[config.mk]
export PLATFORM = sky130hd
export DESIGN_NAME = npu_layer_sched_flat
export DESIGN_NICKNAME = d
export VERILOG_FILES = /design/src/rtl/npu_layer_sched_if.sv /design/src/rtl/npu_layer_sched.sv /design/src/flat_wrapper.sv
export SDC_FILE = /design/constraint.sdc
export NUM_CORES = 1
export LEC_CHECK = 0
export ABC_CLOCK_PERIOD_IN_PS = 6000
export CORE_MARGIN = 3
export CORE_UTILIZATION = 55
export CTS_BUF_LIST = sky130_fd_sc_hd__clkbuf_8
export CTS_CLUSTER_SIZE = 8
export DETAILED_ROUTE_END_ITERATION = 10
export GPL_TIMING_DRIVEN = 0
export PLACE_DENSITY = 0.92
export SYNTH_ARGS = -nofsm -noshare
export SYNTH_HDL_FRONTEND = slang
export SYNTH_SLANG_ARGS = --single-unit
export TNS_END_PERCENT = 100
[constraint.sdc]
create_clock -name clk_trans -period 6 [get_ports clk_trans]
set_input_delay 0.9 -clock clk_trans [delete_from_list [all_inputs] [get_ports clk_trans]]
set_output_delay 0.9 -clock clk_trans [all_outputs]
set_load 0.05 [all_outputs]
[src/rtl/npu_layer_sched_if.sv]
// ---------------------------------------------------------------------------
// npu_layer_sched_if
// Handshake bundle between the layer scheduler and the NPU datapath.
//   master (scheduler): drives the layer-parameter fetch request and the
//                       per-layer start/index/address outputs.
//   slave  (datapath):  returns fetch accept, parameter-delivered and
//                       layer-finished pulses.
// Signals:
//   lp_req / lp_addr / lp_ack / lp_done      layer-parameter fetch handshake
//   layer_start / layer_idx                  layer launch and its index
//   layer_src_saddr / layer_dst_saddr        feature-map addresses for the layer
//   layer_done                               datapath finished the layer
// ---------------------------------------------------------------------------
interface npu_layer_sched_if #(
    parameter int DDR_AW = 32
);
    logic              lp_req;
    logic [DDR_AW-1:0] lp_addr;
    logic              lp_ack;
    logic              lp_done;
    logic              layer_start;
    logic [7:0]        layer_idx;
    logic [DDR_AW-1:0] layer_src_saddr;
    logic [DDR_AW-1:0] layer_dst_saddr;
    logic              layer_done;

    modport master (
        output lp_req, lp_addr, layer_start, layer_idx,
               layer_src_saddr, layer_dst_saddr,
        input  lp_ack, lp_done, layer_done
    );

    modport slave (
        input  lp_req, lp_addr, layer_start, layer_idx,
               layer_src_saddr, layer_dst_saddr,
        output lp_ack, lp_done, layer_done
    );
endinterface

[src/rtl/npu_layer_sched.sv]
// ---------------------------------------------------------------------------
// npu_layer_sched
// Layer-level sequencer: once enabled and configured, fetches each layer's
// parameter record, launches the layer with ping-pong feature-map addresses
// and reports busy / first-map-expired / done status.
// Ports:
//   clk_trans, rst_n             clock, async active-low reset
//   npu_en_processing            run enable level (falling mid-run aborts)
//   npu_init_cmplt               configuration-complete level
//   nn_layers_num                number of layers (0 = never starts)
//   nn_layer_para_saddr          base of the layer-parameter records
//   nn_first_map_saddr           input image address
//   nn_map0_saddr/nn_map1_saddr  ping/pong feature-map buffers
//   dp (master modport)          fetch and layer handshake to the datapath
//   npu_busy                     run in progress
//   first_map_expired_flg        1-cycle pulse when layer 0 completes
//   npu_done                     1-cycle pulse when the last layer completes
//
// state      | meaning
// -----------+----------------------------------------------------------
// IDLE       | waiting for enable + init-complete with a nonzero layer count
// FETCH_REQ  | lp_req held with stable lp_addr until lp_ack
// FETCH_WAIT | waiting for the parameter record to be delivered (lp_done)
// EXEC_START | layer_start pulse, layer outputs become valid
// EXEC_WAIT  | waiting for layer_done, then next layer / DONE / IDLE
// DONE       | run complete; held until enable drops so a held enable
//            | cannot re-trigger a run
// ---------------------------------------------------------------------------
module npu_layer_sched #(
    parameter int DDR_AW   = 32,
    parameter int LP_BYTES = 64
) (
    input  logic              clk_trans,
    input  logic              rst_n,
    input  logic              npu_en_processing,
    input  logic              npu_init_cmplt,
    input  logic [7:0]        nn_layers_num,
    input  logic [DDR_AW-1:0] nn_layer_para_saddr,
    input  logic [DDR_AW-1:0] nn_first_map_saddr,
    input  logic [DDR_AW-1:0] nn_map0_saddr,
    input  logic [DDR_AW-1:0] nn_map1_saddr,
    npu_layer_sched_if.master dp,
    output logic              npu_busy,
    output logic              first_map_expired_flg,
    output logic              npu_done
);

    typedef enum logic [2:0] {
        IDLE       = 3'd0,
        FETCH_REQ  = 3'd1,
        FETCH_WAIT = 3'd2,
        EXEC_START = 3'd3,
        EXEC_WAIT  = 3'd4,
        DONE       = 3'd5
    } state_t;

    state_t            state_q, state_d;
    logic              abort_q, abort_d;
    logic [7:0]        idx_q, idx_d;
    logic [7:0]        num_q;
    logic [DDR_AW-1:0] first_q, map0_q, map1_q;
    logic              latch_cfg;

    logic              lp_req_d, start_d, busy_d, fme_d, done_d;
    logic [DDR_AW-1:0] lp_addr_d, src_d, dst_d;
    logic [7:0]        lidx_d;

    always_ff @(posedge clk_trans or negedge rst_n) begin
        if (!rst_n) begin
            state_q               <= IDLE;
            abort_q               <= 1'b0;
            idx_q                 <= '0;
            num_q                 <= '0;
            first_q               <= '0;
            map0_q                <= '0;
            map1_q                <= '0;
            dp.lp_req             <= 1'b0;
            dp.lp_addr            <= '0;
            dp.layer_start        <= 1'b0;
            dp.layer_idx          <= '0;
            dp.layer_src_saddr    <= '0;
            dp.layer_dst_saddr    <= '0;
            npu_busy              <= 1'b0;
            first_map_expired_flg <= 1'b0;
            npu_done              <= 1'b0;
        end else begin
            state_q               <= state_d;
            abort_q               <= abort_d;
            idx_q                 <= idx_d;
            if (latch_cfg) begin
                num_q   <= nn_layers_num;
                first_q <= nn_first_map_saddr;
                map0_q  <= nn_map0_saddr;
                map1_q  <= nn_map1_saddr;
            end
            dp.lp_req             <= lp_req_d;
            dp.lp_addr            <= lp_addr_d;
            dp.layer_start        <= start_d;
            dp.layer_idx          <= lidx_d;
            dp.layer_src_saddr    <= src_d;
            dp.layer_dst_saddr    <= dst_d;
            npu_busy              <= busy_d;
            first_map_expired_flg <= fme_d;
            npu_done              <= done_d;
        end
    end

    // Outputs are computed from the next state and registered, so they line
    // up with the state register instead of lagging it by a cycle.
    always_comb begin
        state_d   = state_q;
        abort_d   = abort_q;
        idx_d     = idx_q;
        latch_cfg = 1'b0;
        lp_req_d  = 1'b0;
        lp_addr_d = dp.lp_addr;
        start_d   = 1'b0;
        lidx_d    = dp.layer_idx;
        src_d     = dp.layer_src_saddr;
        dst_d     = dp.layer_dst_saddr;
        fme_d     = 1'b0;
        done_d    = 1'b0;

        case (state_q)
            IDLE: begin
                if (npu_en_processing && npu_init_cmplt && (nn_layers_num != 8'd0)) begin
                    latch_cfg = 1'b1;
                    idx_d     = '0;
                    // lp_addr doubles as the running record pointer: it
                    // starts at the base and advances one record per layer.
                    lp_addr_d = nn_layer_para_saddr;
                    lp_req_d  = 1'b1;
                    state_d   = FETCH_REQ;
                end
            end

            FETCH_REQ: begin
                if (dp.lp_ack) begin
                    if (!npu_en_processing) abort_d = 1'b1;
                    state_d = FETCH_WAIT;
                end else if (!npu_en_processing) begin
                    // Nothing accepted yet, so the request can simply be withdrawn.
                    state_d = IDLE;
                end else begin
                    lp_req_d = 1'b1;
                end
            end

            FETCH_WAIT: begin
                if (!npu_en_processing) abort_d = 1'b1;
                if (dp.lp_done) begin
                    if (abort_q || !npu_en_processing) begin
                        state_d = IDLE;
                    end else begin
                        start_d = 1'b1;
                        lidx_d  = idx_q;
                        if (idx_q == 8'd0) begin
                            src_d = first_q;
                            dst_d = map0_q;
                        end else if (idx_q[0]) begin
                            src_d = map0_q;
                            dst_d = map1_q;
                        end else begin
                            src_d = map1_q;
                            dst_d = map0_q;
                        end
                        state_d = EXEC_START;
                    end
                end
            end

            EXEC_START: begin
                if (!npu_en_processing) abort_d = 1'b1;
                state_d = EXEC_WAIT;
            end

            EXEC_WAIT: begin
                if (!npu_en_processing) abort_d = 1'b1;
                if (dp.layer_done) begin
                    // The input image buffer is free once layer 0 finishes,
                    // even on an aborted run.
                    if (idx_q == 8'd0) fme_d = 1'b1;
                    if (abort_q || !npu_en_processing) begin
                        state_d = IDLE;
                    end else if (idx_q == num_q - 8'd1) begin
                        done_d  = 1'b1;
                        state_d = DONE;
                    end else begin
                        idx_d     = idx_q + 8'd1;
                        lp_addr_d = dp.lp_addr + DDR_AW'(LP_BYTES);
                        lp_req_d  = 1'b1;
                        state_d   = FETCH_REQ;
                    end
                end
            end

            DONE: begin
                if (!npu_en_processing) state_d = IDLE;
            end

            default: state_d = IDLE;
        endcase

        if (state_d == IDLE) abort_d = 1'b0;

        busy_d = (state_d == FETCH_REQ)  || (state_d == FETCH_WAIT) ||
                 (state_d == EXEC_START) || (state_d == EXEC_WAIT);
    end

endmodule
[src/flat_wrapper.sv]
// flat-port wrapper written by rule: the top's interface ports become plain ports
module npu_layer_sched_flat 
#(
    parameter int DDR_AW   = 32,
    parameter int LP_BYTES = 64
)
  (clk_trans, rst_n, npu_en_processing, npu_init_cmplt, nn_layers_num, nn_layer_para_saddr, nn_first_map_saddr, nn_map0_saddr, nn_map1_saddr, npu_busy, first_map_expired_flg, npu_done, dp_lp_req, dp_lp_addr, dp_layer_start, dp_layer_idx, dp_layer_src_saddr, dp_layer_dst_saddr, dp_lp_ack, dp_lp_done, dp_layer_done);
  npu_layer_sched_if #(.DDR_AW(DDR_AW)) dp_i ();
  input  logic clk_trans;
  input  logic rst_n;
  input  logic npu_en_processing;
  input  logic npu_init_cmplt;
  input  logic [7:0] nn_layers_num;
  input  logic [DDR_AW-1:0] nn_layer_para_saddr;
  input  logic [DDR_AW-1:0] nn_first_map_saddr;
  input  logic [DDR_AW-1:0] nn_map0_saddr;
  input  logic [DDR_AW-1:0] nn_map1_saddr;
  output logic npu_busy;
  output logic first_map_expired_flg;
  output logic npu_done;
  output wire logic [$bits(dp_i.lp_req)-1:0] dp_lp_req;
  output wire logic [$bits(dp_i.lp_addr)-1:0] dp_lp_addr;
  output wire logic [$bits(dp_i.layer_start)-1:0] dp_layer_start;
  output wire logic [$bits(dp_i.layer_idx)-1:0] dp_layer_idx;
  output wire logic [$bits(dp_i.layer_src_saddr)-1:0] dp_layer_src_saddr;
  output wire logic [$bits(dp_i.layer_dst_saddr)-1:0] dp_layer_dst_saddr;
  input wire logic [$bits(dp_i.lp_ack)-1:0] dp_lp_ack;
  input wire logic [$bits(dp_i.lp_done)-1:0] dp_lp_done;
  input wire logic [$bits(dp_i.layer_done)-1:0] dp_layer_done;
  assign dp_lp_req = dp_i.lp_req;
  assign dp_lp_addr = dp_i.lp_addr;
  assign dp_layer_start = dp_i.layer_start;
  assign dp_layer_idx = dp_i.layer_idx;
  assign dp_layer_src_saddr = dp_i.layer_src_saddr;
  assign dp_layer_dst_saddr = dp_i.layer_dst_saddr;
  assign dp_i.lp_ack = dp_lp_ack;
  assign dp_i.lp_done = dp_lp_done;
  assign dp_i.layer_done = dp_layer_done;
  npu_layer_sched #(.DDR_AW(DDR_AW), .LP_BYTES(LP_BYTES)) u_core (.clk_trans(clk_trans), .rst_n(rst_n), .npu_en_processing(npu_en_processing), .npu_init_cmplt(npu_init_cmplt), .nn_layers_num(nn_layers_num), .nn_layer_para_saddr(nn_layer_para_saddr), .nn_first_map_saddr(nn_first_map_saddr), .nn_map0_saddr(nn_map0_saddr), .nn_map1_saddr(nn_map1_saddr), .dp(dp_i), .npu_busy(npu_busy), .first_map_expired_flg(first_map_expired_flg), .npu_done(npu_done));
endmodule
* Word level (Yosys, flattened, before mapping)
Cells that the tools add are included.
Word-level totals: register bits 225, bits of input ports 143, output and inout bits 109, word-level logic and storage cells 97
Operators by class: add/subtract/negate cells 3, eq/ne operators 15, multiplexer cells 45, bitwise operators 1, reductions and logical operators 17
Operator list (count):
- 2-to-1 mux 32 bit | 8
- one-hot mux 32 bit (2 select lines) | 1
- adder 32 x 7 -> 32 bit, second input constant | 1
- 2-to-1 mux 8 bit | 4
- 2-to-1 mux 3 bit | 7
- 2-to-1 mux 1 bit | 20
- one-hot mux 3 bit (6 select lines) | 1
- one-hot mux 8 bit (2 select lines) | 1
- == test 3 x 2 -> 1 bit, second input constant | 4
- == test 3 bit, second input constant | 3
- adder 8 x 1 -> 8 bit, second input constant | 1
- == test 8 bit | 1
- zero test 8 bit | 1
- nonzero test 8 bit | 1
- subtractor 8 x 1 -> 8 bit, second input constant | 1
- == test 3 x 1 -> 1 bit, second input constant | 2
- zero test 3 bit | 2
- != test 2 bit, second input constant | 3
- AND reduction 5 bit | 1
- logical OR 1 bit | 4
- != test 3 x 2 -> 1 bit, second input constant | 1
- one-hot mux 1 bit (3 select lines) | 1
- AND reduction 3 bit | 1
- nonzero test 3 bit | 1
- other kinds (9) | 10

* Longest topological paths before layout
depth after elaboration 10, mapped depth 11, mapped depth without buffers 9

* Worst setup path after synthesis
OpenSTA, ideal clock, no wires.
path kind input to register, start input nn_layers_num[3], end register u_core.dp.lp_addr[18], library setup time 0.126 ns, arrival 2.525 ns, data required time 5.874 ns, setup slack 3.349 ns, cell stages on the path 7, path buffers 2, cell sequence or4_1 -> nor4_1 -> a21o_1 -> buf_2 -> o21ai_4 -> buf_4 -> a221o_1
On the way: cells in the longest elaborated chain, start to end 4
RTL lines:
- start: declaration | RTL line flat_wrapper.sv:13 | input logic [7:0] nn_layers_num;
- nonzero test 8 bit | RTL line npu_layer_sched.sv:126 | if (npu_en_processing && npu_init_cmplt && (nn_layers_num != 8'd0)) begin
- logical AND 1 bit | RTL line npu_layer_sched.sv:126
- != test 2 x 1 -> 1 bit (no source line)
- AND reduction 5 bit (no source line)
- end signal: assignment | RTL line npu_layer_sched.sv:97 | dp.lp_addr <= lp_addr_d;
- end: declaration | RTL line npu_layer_sched_if.sv:28 | output lp_req, lp_addr, layer_start, layer_idx,
Every way passes these cells. A chain may end at the register's enable or synchronous reset.

* Worst setup path after layout
start register u_core.idx_q[0], end register u_core.dp.layer_src_saddr[26] in the netlist's numbering
On the way: cells in the longest elaborated chain, start to end 2, elaborated cells between the ends (all ways) 3, classes of those cells mux (2); reduce/logical (1)
RTL lines:
- start: declaration | RTL line npu_layer_sched.sv:59 | logic [7:0] idx_q, idx_d;
- start signal: assignment | RTL line npu_layer_sched.sv:89 | idx_q <= idx_d;
- zero test 8 bit or 2-to-1 mux 32 bit (tied branches) | RTL line npu_layer_sched.sv:157, npu_layer_sched.sv:160
- 2-to-1 mux 32 bit * | RTL line npu_layer_sched.sv:157 | if (idx_q == 8'd0) begin
- end signal: assignment | RTL line npu_layer_sched.sv:100 | dp.layer_src_saddr <= src_d;
- end: declaration | RTL line npu_layer_sched_if.sv:29 | layer_src_saddr, layer_dst_saddr,
Every way passes the cells marked *; elsewhere a longest branch is shown, timed or not.

==> flow_summary.yaml <==
clock_network:
  post_cts.repair.setup_buffers: 0
  cts_buffers: 38
  cts_tree: "built"
  clkTransAtPathRegs_ns: 0.06
  clk_latency_ns: 0.55
  clockRootBuffer: "clkbuf_8"
  clockBufferDepth: 3
  cts_resized: 0
  h-tree-depth: 2
  clock_sinks: 225
  holdBufCountCts: 0
drt:
  vias: 10114
  wl_per_cell_um: 19.74
  via_per_inst: 5.897
  ant_nets: 0
  drtIter0Drc: 911
  wirelength_um: 33850
  drt-pass1-iter-count: 7
  drc: 0
timing:
  tightest_slew_ns: 0.8554
  rsz0062_at_grt: "false"
  final_hold_viol_count: 0
  slew_headroom_pct: 42.97
  finalCritPeriodShare_pct: 56.59
  finalSetupViolCount: 0
  worst_slack_ns: 2.605
  finalMaxSlewViolations: 0
  timing.final.crit_period_ns: 3.395
  finClkSkew_ns: 0.03088
  maxClockFrequency_ghz: 0.2945
floorplanning:
  die_h_um: 142.9
  core_um2: 18210
  die_w_um: 142.9
  boundaryPins: 252
  rows: 49
  die_area_um2: 20410
  initial_utilization_pct: 56.58
worst_setup_path:
  cp.required_ns: 6.40
  crit_arrival_ns: 3.79
  critPathKind: "flip-flop to flip-flop"
  crit_path_start_kind: "flip-flop"
  crit_fanout: 10
  critPathSlowestCell: "buf_1"
  cp.buffers_inverters: 5
  critPathCaptureType: "flip-flop"
  slowest_delay_ns: 0.69
  path_cells: "buf_2, buf_1, inv_1, ha_1, nand4_1, clkbuf_1, buf_1, nand2_1, o21ai_0, o21ai_0"
  cp_top_family: "buffers and inverters"
power:
  peakVddDrop_v: 0.0004263
  power.density_nw_per_um2: 551.8
  p_leak_uw: 0.006546
  p_total_uw: 7633
synth:
  synth_common_cells: "nand2_1 (478), dfrtp_1 (225), o21ai_0 (127)"
  yosysMostFrequentCell: "nand2_1"
  synth_top_cell_area_share_pct: 54.65
  yosysWarnings: 0
  synth_area_leaders: "dfrtp_1 (55%), nand2_1 (17%), mux2i_1 (6.6%), o21ai_0 (6.2%), a21oi_1 (1.7%)"
  synth_nets: 1316
  yosysTopAreaCell: "dfrtp_1"
  synth_cell_types: 52
  synth_seq_cells: 225
  avgSynthCellArea_um2: 8.813
  synthArstFlopShare_pct: 100.0
  syn_area_um2: 10300
  synth_edf_count: 0
  ys_seq_area_share_pct: 54.65
  synthCells: 1169
  yosys_most_used_dff: "dfrtp_1"
grt:
  grt_pass1_wl_um: 52620
  grt_pass1_vias: 10152
  grt_use_total_pct: 32.80
  grt_overflow: 0
  grt_max_degree: 118
  antenna_found_initial: 0
run_status:
  status: "finished, final reports clean"
placement:
  port_buffers: 251
  place_congestion: 0.9215
  place_ws_ns: 2.215
  place_area_um2: 13130
  hpwl_um: 23480
final_layout:
  area_growth_pct: 34.26
  multi_input_area_um2: 4315
  drive_gt1_share_pct: 5.384
  n_fill_cell: 1195
  num-nets-final: 1608
  seq_area_um2: 5630
  stdcell_area_um2: 13830
  diodes: 0
run:
  max_cap_viol_count: 0
min_path:
  worst_hold_path_type: "input pin to async pin"
[worst paths after layout]
| kind | from | end | slack (ns) | depth (start not counted) |
|---|---|---|---|---|
| setup / recovery | u_core.idx_q[0]$_DFFE_PN0P_ | u_core.dp.layer_src_saddr[26]$_DFFE_PN0P_ | 2.60 | 10 |
| hold / removal | rst_n | u_core.dp.layer_dst_saddr[8]$_DFFE_PN0P_ | 0.41 | 1 |
| setup reg to reg | u_core.idx_q[0]$_DFFE_PN0P_ | u_core.dp.layer_src_saddr[26]$_DFFE_PN0P_ | 2.60 | 10 |
| hold reg to reg | u_core.first_q[17]$_DFFE_PN0P_ | u_core.first_q[17]$_DFFE_PN0P_ | 0.47 | 2 |
| max in group asynchronous | rst_n | u_core.dp.layer_src_saddr[28]$_DFFE_PN0P_ | 4.50 | 2 |
| min in group clk_trans | u_core.first_q[17]$_DFFE_PN0P_ | u_core.first_q[17]$_DFFE_PN0P_ | 0.47 | 2 |
[cells by family after synthesis]
kind of cell	synth area share (%)
mux	6.716
compound gates	11.28
simple gates	22.55
flops	54.65
fa+ha+maj	0.4858
xor+xnor	0.8502
buf+inv	3.461
[through the flow]
step	std cells	util [%]	setup TNS, ns	hold slack (ns)
final	1715	75.96	0	0.4076
after global routing	1715	75.96	0	0.4694
after CTS	1715	75.96	0	0.4584
after detailed placement	1650	72.13	0	0.4571
after global placement	1649	71.95	-1169.26	0.4520
after floorplan	1169	-	0	0.4404
[per-layer routing]
metal	vias to the layer above	track usage, %	share of wire, %
met5	-	0	0
met4	0	17.46	5.2
met3	130	6.330	8.8
met2	615	52.65	48
met1	4905	42.41	38
li1	4464	-	-
[registers in the layout, summed over array words and instances (netlist names), 3 cells and up]
| name | flops |
|---|---|
| u_core.dp.layer_src_saddr | 32 |
| u_core.state_q | 3 |
| u_core.map1_q | 32 |
| u_core.map0_q | 32 |
| u_core.dp.lp_addr | 32 |
| u_core.idx_q | 8 |
| u_core.dp.layer_idx | 8 |
| u_core.dp.layer_dst_saddr | 32 |
| u_core.num_q | 8 |
| u_core.first_q | 32 |
[placed cells by master (no fill, tap or decap), drive strengths merged, types with 2 or more instances in the layout]
cell and instances:
a31oi 7, nor4 7, o22ai 6, ha 4
inv 31, clkinv 2, nand2 478, a22oi 6
and3 9, nand4 8, nand2b 6, xnor2 7
and2 4, o21ai 128, mux2i 68, dfrtp 225
nand3 17, a21o 2, clkbuf 89, or4 4
o2bb2ai 5, nor2 21, clkdlybuf4s50 250, a21oi 34
a22o 2, a211oi 3, xor2 3, a31o 2
nor2b 5, nor3 6, o31ai 2, buf 30
[power by group]
part	total, uW	internal [uW]	switching (uW)
registers	2690	2160	528
logic	3650	1230	2420
clock network	1290	667	624
[worst register-to-register path: cells and delay by family (launching register included)]
| kind | cells | cell delay (ns) |
|---|---|---|
| AND/OR/NAND/NOR | 2 | 0.23 |
| AO/OA/AOI/OAI | 2 | 0.25 |
| flip-flops | 1 | 0.34 |
| adder cells (fa/ha/maj) | 1 | 0.24 |
| buffers and inverters | 5 | 2.19 |
[layout make-up]
class	count	area share (%)
Clock inverter	21	0.6694
Clock buffer	44	4.378
Sequential cell	225	40.71
Buffer	73	2.225
Inverter	13	0.3528
Multi-Input combinational cell	858	31.20
Tap cell	229	2.071
Timing Repair Buffer	252	18.40
Power figures use the tool's default switching activity.
